==> config.mk <==
export PLATFORM = sky130hd
export DESIGN_NAME = sort_stack_ctrl
export DESIGN_NICKNAME = d
export VERILOG_FILES = /design/src/rtl/sort_stack_ctrl.sv
export SDC_FILE = /design/constraint.sdc
export NUM_CORES = 1
export LEC_CHECK = 0
export ABC_AREA = 1
export CORE_ASPECT_RATIO = 1.1
export CORE_MARGIN = 4
export CORE_UTILIZATION = 25
export CTS_CLUSTER_SIZE = 14
export DETAILED_ROUTE_END_ITERATION = 16
export GPL_TIMING_DRIVEN = 0
export PLACE_DENSITY = 0.86
export SETUP_SLACK_MARGIN = 0.02
export SYNTH_ARGS = -nofsm -noshare
export SYNTH_HDL_FRONTEND = slang
export SYNTH_SLANG_ARGS = --single-unit
==> constraint.sdc <==
create_clock -name clk -period 1.95 [get_ports clk]
set_input_delay 0.39 -clock clk [delete_from_list [all_inputs] [get_ports clk]]
set_output_delay 0.39 -clock clk [all_outputs]
set_load 0.02 [all_outputs]
==> src/rtl/sort_stack_ctrl.sv <==
// -----------------------------------------------------------------------------
// sort_stack_ctrl
//
// Sequencer for an R_SZ-entry systolic insertion sorting stack. It flushes the
// stack with zeros after reset, loads one input sequence, waits a short
// turnaround, and then pops the sequence back out largest-first.
//
// Ports
//   clk, rst          clock and synchronous active-high reset
//   s_valid/s_ready   input element handshake; s_data is the element, s_last
//                     marks the final element of a sequence
//   m_valid/m_ready   sorted output handshake; m_data is the element (descending
//                     order), m_last marks the final element
//   stk_hold          to stack: 1 freezes the stack for this cycle
//   stk_is_input      to stack: 1 = insert stk_data_in, 0 = pop current maximum
//   stk_data_in       to stack: element being inserted
//   stk_data_out      from stack: current maximum
//   busy              1 unless idle in LOAD with no elements loaded
//   ovf               one-cycle pulse when a sequence exceeds R_SZ elements
// -----------------------------------------------------------------------------
module sort_stack_ctrl #(
  parameter int HBIT     = 63,
  parameter int R_SZ     = 256,
  parameter int TURN_CYC = 1,
  parameter int CW       = $clog2(R_SZ + 1)
) (
  input  logic          clk,
  input  logic          rst,
  input  logic          s_valid,
  output logic          s_ready,
  input  logic [HBIT:0] s_data,
  input  logic          s_last,
  output logic          m_valid,
  input  logic          m_ready,
  output logic [HBIT:0] m_data,
  output logic          m_last,
  output logic          stk_hold,
  output logic          stk_is_input,
  output logic [HBIT:0] stk_data_in,
  input  logic [HBIT:0] stk_data_out,
  output logic          busy,
  output logic          ovf
);

  typedef enum logic [1:0] {FLUSH, LOAD, TURN, POP} state_t;

  localparam logic [CW-1:0] LAST_IDX = CW'(R_SZ - 1);
  localparam logic [CW-1:0] ONE      = CW'(1);
  localparam logic [2:0]    TURN_END = 3'(TURN_CYC - 1);

  state_t        state;
  logic [CW-1:0] count;
  logic [2:0]    turn_cnt;
  logic          discard;
  logic          ovf_q;
  logic          s_fire;
  logic          m_fire;

  // Handshake-level outputs are decoded purely from registered state, so they
  // never depend combinationally on the upstream/downstream valid/ready lines.
  // During discard the input side keeps accepting (and dropping) beats until
  // s_last, except in TURN where the input is always closed.
  assign s_ready      = (state == LOAD) || ((state == POP) && discard);
  assign m_valid      = (state == POP);
  assign m_last       = (state == POP) && (count == ONE);
  assign m_data       = stk_data_out;
  assign stk_is_input = (state == FLUSH) || (state == LOAD);
  assign stk_data_in  = (state == LOAD) ? s_data : '0;
  assign busy         = !((state == LOAD) && (count == '0));
  assign ovf          = ovf_q;

  assign s_fire = s_valid && s_ready;
  assign m_fire = m_valid && m_ready;

  // The stack advances only on a real handshake: a load needs a valid beat
  // that is not being discarded, a pop needs the consumer to take the data.
  // Holding it otherwise keeps m_data stable under backpressure.
  always_comb begin
    stk_hold = 1'b0;
    case (state)
      FLUSH:   stk_hold = 1'b0;
      LOAD:    stk_hold = discard || !s_valid;
      TURN:    stk_hold = 1'b1;
      POP:     stk_hold = !m_ready;
      default: stk_hold = 1'b0;
    endcase
  end

  // Main sequencer. In FLUSH the element counter doubles as the flush cycle
  // counter since no elements are held yet. An overflowing sequence keeps
  // count at R_SZ (the stack really holds R_SZ elements) and sets discard so
  // the tail of that sequence, up to its s_last, is swallowed in any state.
  // After the final pop every cell is zero again, so LOAD is re-entered
  // without another flush.
  always_ff @(posedge clk) begin
    if (rst) begin
      state    <= FLUSH;
      count    <= '0;
      turn_cnt <= '0;
      discard  <= 1'b0;
      ovf_q    <= 1'b0;
    end else begin
      ovf_q <= 1'b0;
      if (discard && s_fire && s_last) begin
        discard <= 1'b0;
      end
      case (state)
        FLUSH: begin
          if (count == LAST_IDX) begin
            count <= '0;
            state <= LOAD;
          end else begin
            count <= count + ONE;
          end
        end
        LOAD: begin
          if (s_fire && !discard) begin
            count <= count + ONE;
            if (s_last) begin
              turn_cnt <= '0;
              state    <= TURN;
            end else if (count == LAST_IDX) begin
              ovf_q    <= 1'b1;
              discard  <= 1'b1;
              turn_cnt <= '0;
              state    <= TURN;
            end
          end
        end
        TURN: begin
          if (turn_cnt == TURN_END) begin
            state <= POP;
          end else begin
            turn_cnt <= turn_cnt + 3'd1;
          end
        end
        POP: begin
          if (m_fire) begin
            count <= count - ONE;
            if (count == ONE) begin
              state <= LOAD;
            end
          end
        end
        default: state <= FLUSH;
      endcase
    end
  end

endmodule

==> results.cfg <==
[outcome]
status = completed

[sta]
max_freq_mhz = 527.2
fin_crit_sh_pct = 97.27
finalClockSkew_ps = 3.209
min_period_ps = 1897
slew_violations = 0
setup_viol = 0
grt_setup_unrepaired = yes
worst_pin_slew_ps = 340.5
max-slew-margin-rel_pct = 77.23
hold_viol = 0

[cts]
clock_sinks = 16
cts_buffer_depth = 2
cts_tree = done
htree_num_levels = 1
cts_root_buf = clkbuf_8
clkLatencyLatePin_ps = 260
cts_made_buffers = 3
clkSlewWorstSetupHoldPaths_ps = 70

[worst_setup_path]
cp_slowest_cell = clkdlybuf4s50_1
crit_buf_inv = 2
required_ps = 1560
slowest_delay_ps = 600
critPathTopFamily = buffers and inverters
critPathMaxFanout = 4
crit_type = flip-flop to output port
crit_chain = buf_4 > ha_4 > clkdlybuf4s50_1
cp_data_arrival_time_ps = 1510
setup.worst_path.start_class = flip-flop
endpoint_kind = output port

[synthesis]
synth-xor-area-share_pct = 0.3717
synth_cells = 407
synth_simple_gate_area_share_pct = 32.40
seq_area_frac_synth_pct = 13.60
synth_compound_area_share_pct = 7.700
synth_mux_area_share_pct = 0
synthAdderAreaFrac_pct = 5.842
yosys_register_bits = 16
ys_warn_count = 0
syn_nets = 551
ys_types = 31
synth_top_family_by_area = buffers and inverters
syn_avg_cell_area_um2 = 5.789
synth_area_um2 = 2356

[hold_path]
min_path_type = primary input to flip-flop

[detailed_routing]
drc = 0
vias = 3265
drt-total-wl_mm = 11.49
drt_iter0_drc = 213
wl_per_cell_um = 15.45
firstDrtPassIters = 5
vias_per_cell = 4.388
ant_nets = 0

[floorplanning]
ios = 268
die_h_um = 109.8
rows = 36
die_w_um = 100.6
dieArea_um2 = 11040
core_area_um2 = 9009
start_util_pct = 26.15

[power_and_ir_drop]
finalPower_mw = 1.229
peakVddDrop_uv = 189.2
power_per_cell_area_nw_per_um2 = 256.8
leakage_nw = 2.701

[global_routing]
grt_max_degree = 11
antenna_found_initial = 0
grt_pass1_vias = 3383
gr-total-overflow = 0
grt_pass1_wl_mm = 16.46
grt_use_total_pct = 18.80

[place]
gp_routability_congestion = 0.8393
dp.final_hpwl_mm = 9.477
dpl.cell_count = 723
io_buffer_count = 202

[layout]
nNetsFinal = 775
finalNonFillerCells = 744
final_layout_size_suffix_gt1_share_pct = 33.49
num-fill-cells = 821
synthToLayoutAreaGrowth_pct = 103.0
antennaDiodeCount = 0

[job]
drv_cap = 0
metal layers:
metal	global-route usage, %	vias to the layer above	routed length [µm]
met4	5.967	0	324
met1	19.98	1450	3805
met3	7.614	29	1409
met5	0	-	0
met2	33.85	209	5954
li1	-	1577	-
registers in the layout, indices dropped and copies added, names as in the netlist:
signal and cells:
discard 1, state 2, count 9, turn_cnt 3
ovf 1
power breakdown:
group | leakage (nW) | switching, mW | internal [mW]
Clock | 0.0288 | 0.134 | 0.180
Sequential | 0.133 | 0.00830 | 0.330
Combinational | 2.54 | 0.223 | 0.353
cells in the mapped netlist:
| library cell | count | area, µm² |
|---|---|---|
| nand2_1 | 104 | 390.4 |
| inv_1 | 93 | 349.1 |
| buf_4 | 66 | 495.5 |
| nand3_1 | 26 | 130.1 |
| nor2_1 | 23 | 86.33 |
| dfxtp_1 | 16 | 320.3 |
| a21oi_1 | 14 | 70.07 |
| o21ai_0 | 13 | 65.06 |
| ha_1 | 11 | 137.6 |
| inv_2 | 5 | 18.77 |
| buf_2 | 4 | 20.02 |
| buf_6 | 4 | 45.04 |
| nor2_2 | 4 | 25.02 |
| clkbuf_1 | 3 | 11.26 |
| nand2_2 | 2 | 12.51 |
| nand2_4 | 2 | 22.52 |
| nand4_1 | 2 | 12.51 |
| o211ai_1 | 2 | 15.01 |
| a21oi_2 | 1 | 8.760 |
| a31oi_1 | 1 | 6.260 |
| clkinv_2 | 1 | 5.000 |
| nand3_2 | 1 | 10.01 |
| nand3_4 | 1 | 17.52 |
| nand3b_1 | 1 | 7.510 |
| nor2_4 | 1 | 11.26 |
| nor3_1 | 1 | 5.000 |
| nor3_2 | 1 | 10.01 |
| nor3_4 | 1 | 16.27 |
| o21ai_4 | 1 | 16.27 |
| or2_2 | 1 | 6.260 |
| xor2_1 | 1 | 8.760 |
layout make-up:
cell class / instances / area (µm²) / share of cell area (%)
Timing Repair Buffer: 221 / 2036 / 42.56
Multi-Input combinational cell: 215 / 1234 / 25.79
Buffer: 75 / 605.6 / 12.66
Inverter: 99 / 375.4 / 7.847
Sequential cell: 16 / 335.3 / 7.010
Tap cell: 114 / 142.6 / 2.982
Clock buffer: 4 / 55.05 / 1.151
worst reg2reg max path, stage by stage, from the launching register on:
cell     delay [ps]
dfxtp_4         390
ha_4            150
nand2_4          60
nor2_4          130
nand3_2         110
nor2_4          140
ha_4            160
buf_12          110
o21ai_2          70
nor3_4          220
nand3_1         110
nand2_1          70
nor2_1           40
final timing paths:
kind / startpoint / end / slack (ps) / depth (start not counted)
worst min register to register: discard / discard / 470 / 2
worst max-delay path: state[1] / m_valid / 50 / 3
worst min-delay path: rst / count[0] / 360 / 2
worst max register to register: count[0] / state[0] / 80 / 12
kinds of logic (layout without fill, tap and decap cells):
| kind of cell | count (synthesis) | in the layout |
|---|---|---|
| xor+xnor | 1 | 1 |
| flops | 16 | 16 |
| fa+ha+maj | 11 | 11 |
| simple gates | 171 | 171 |
| compound gates | 32 | 32 |
| buf+inv | 176 | 399 |
cell usage in the layout (no fill, tap or decap), drive strengths merged:
master,count
o211ai,2
dfxtp,16
nand3,28
clkbuf,9
xor2,1
nor2,28
inv,98
nand4,2
or2,1
nand2,108
ha,11
nand3b,1
clkdlybuf4s15,29
clkinv,1
a21oi,15
nor3,3
a31oi,1
dlymetal6s2s,1
buf,129
clkdlybuf4s50,132
o21ai,14
through the flow:
| stage | util [%] | hold WS [ps] | setup TNS [ps] | cell area, µm² | setup slack (ps) |
|---|---|---|---|---|---|
| after floorplan | - | 443.3 | 0 | 2359 | 31.49 |
| after global placement | 50.21 | 451.1 | -19910 | 4523 | -500.1 |
| after detailed placement | 50.21 | 461.9 | -22470 | 4523 | -546.6 |
| after CTS | 52.53 | 363.8 | 0 | 4732 | 3.260 |
| after global routing | 53.10 | 359.6 | -8.834 | 4783 | -8.447 |
| final | 53.10 | 355.6 | 0 | 4783 | 53.32 |
repair_timing:
item / 4_1_cts / 5_1_grt
pin swaps: 8 / 13
hold buffers: 0 / 0
endpoints found under the setup margin: 77 / 46
setup buffers: 14 / 5
gates resized for setup: 299 / 19
gates cloned: 0 / 0
Power figures use the tool's default switching activity.
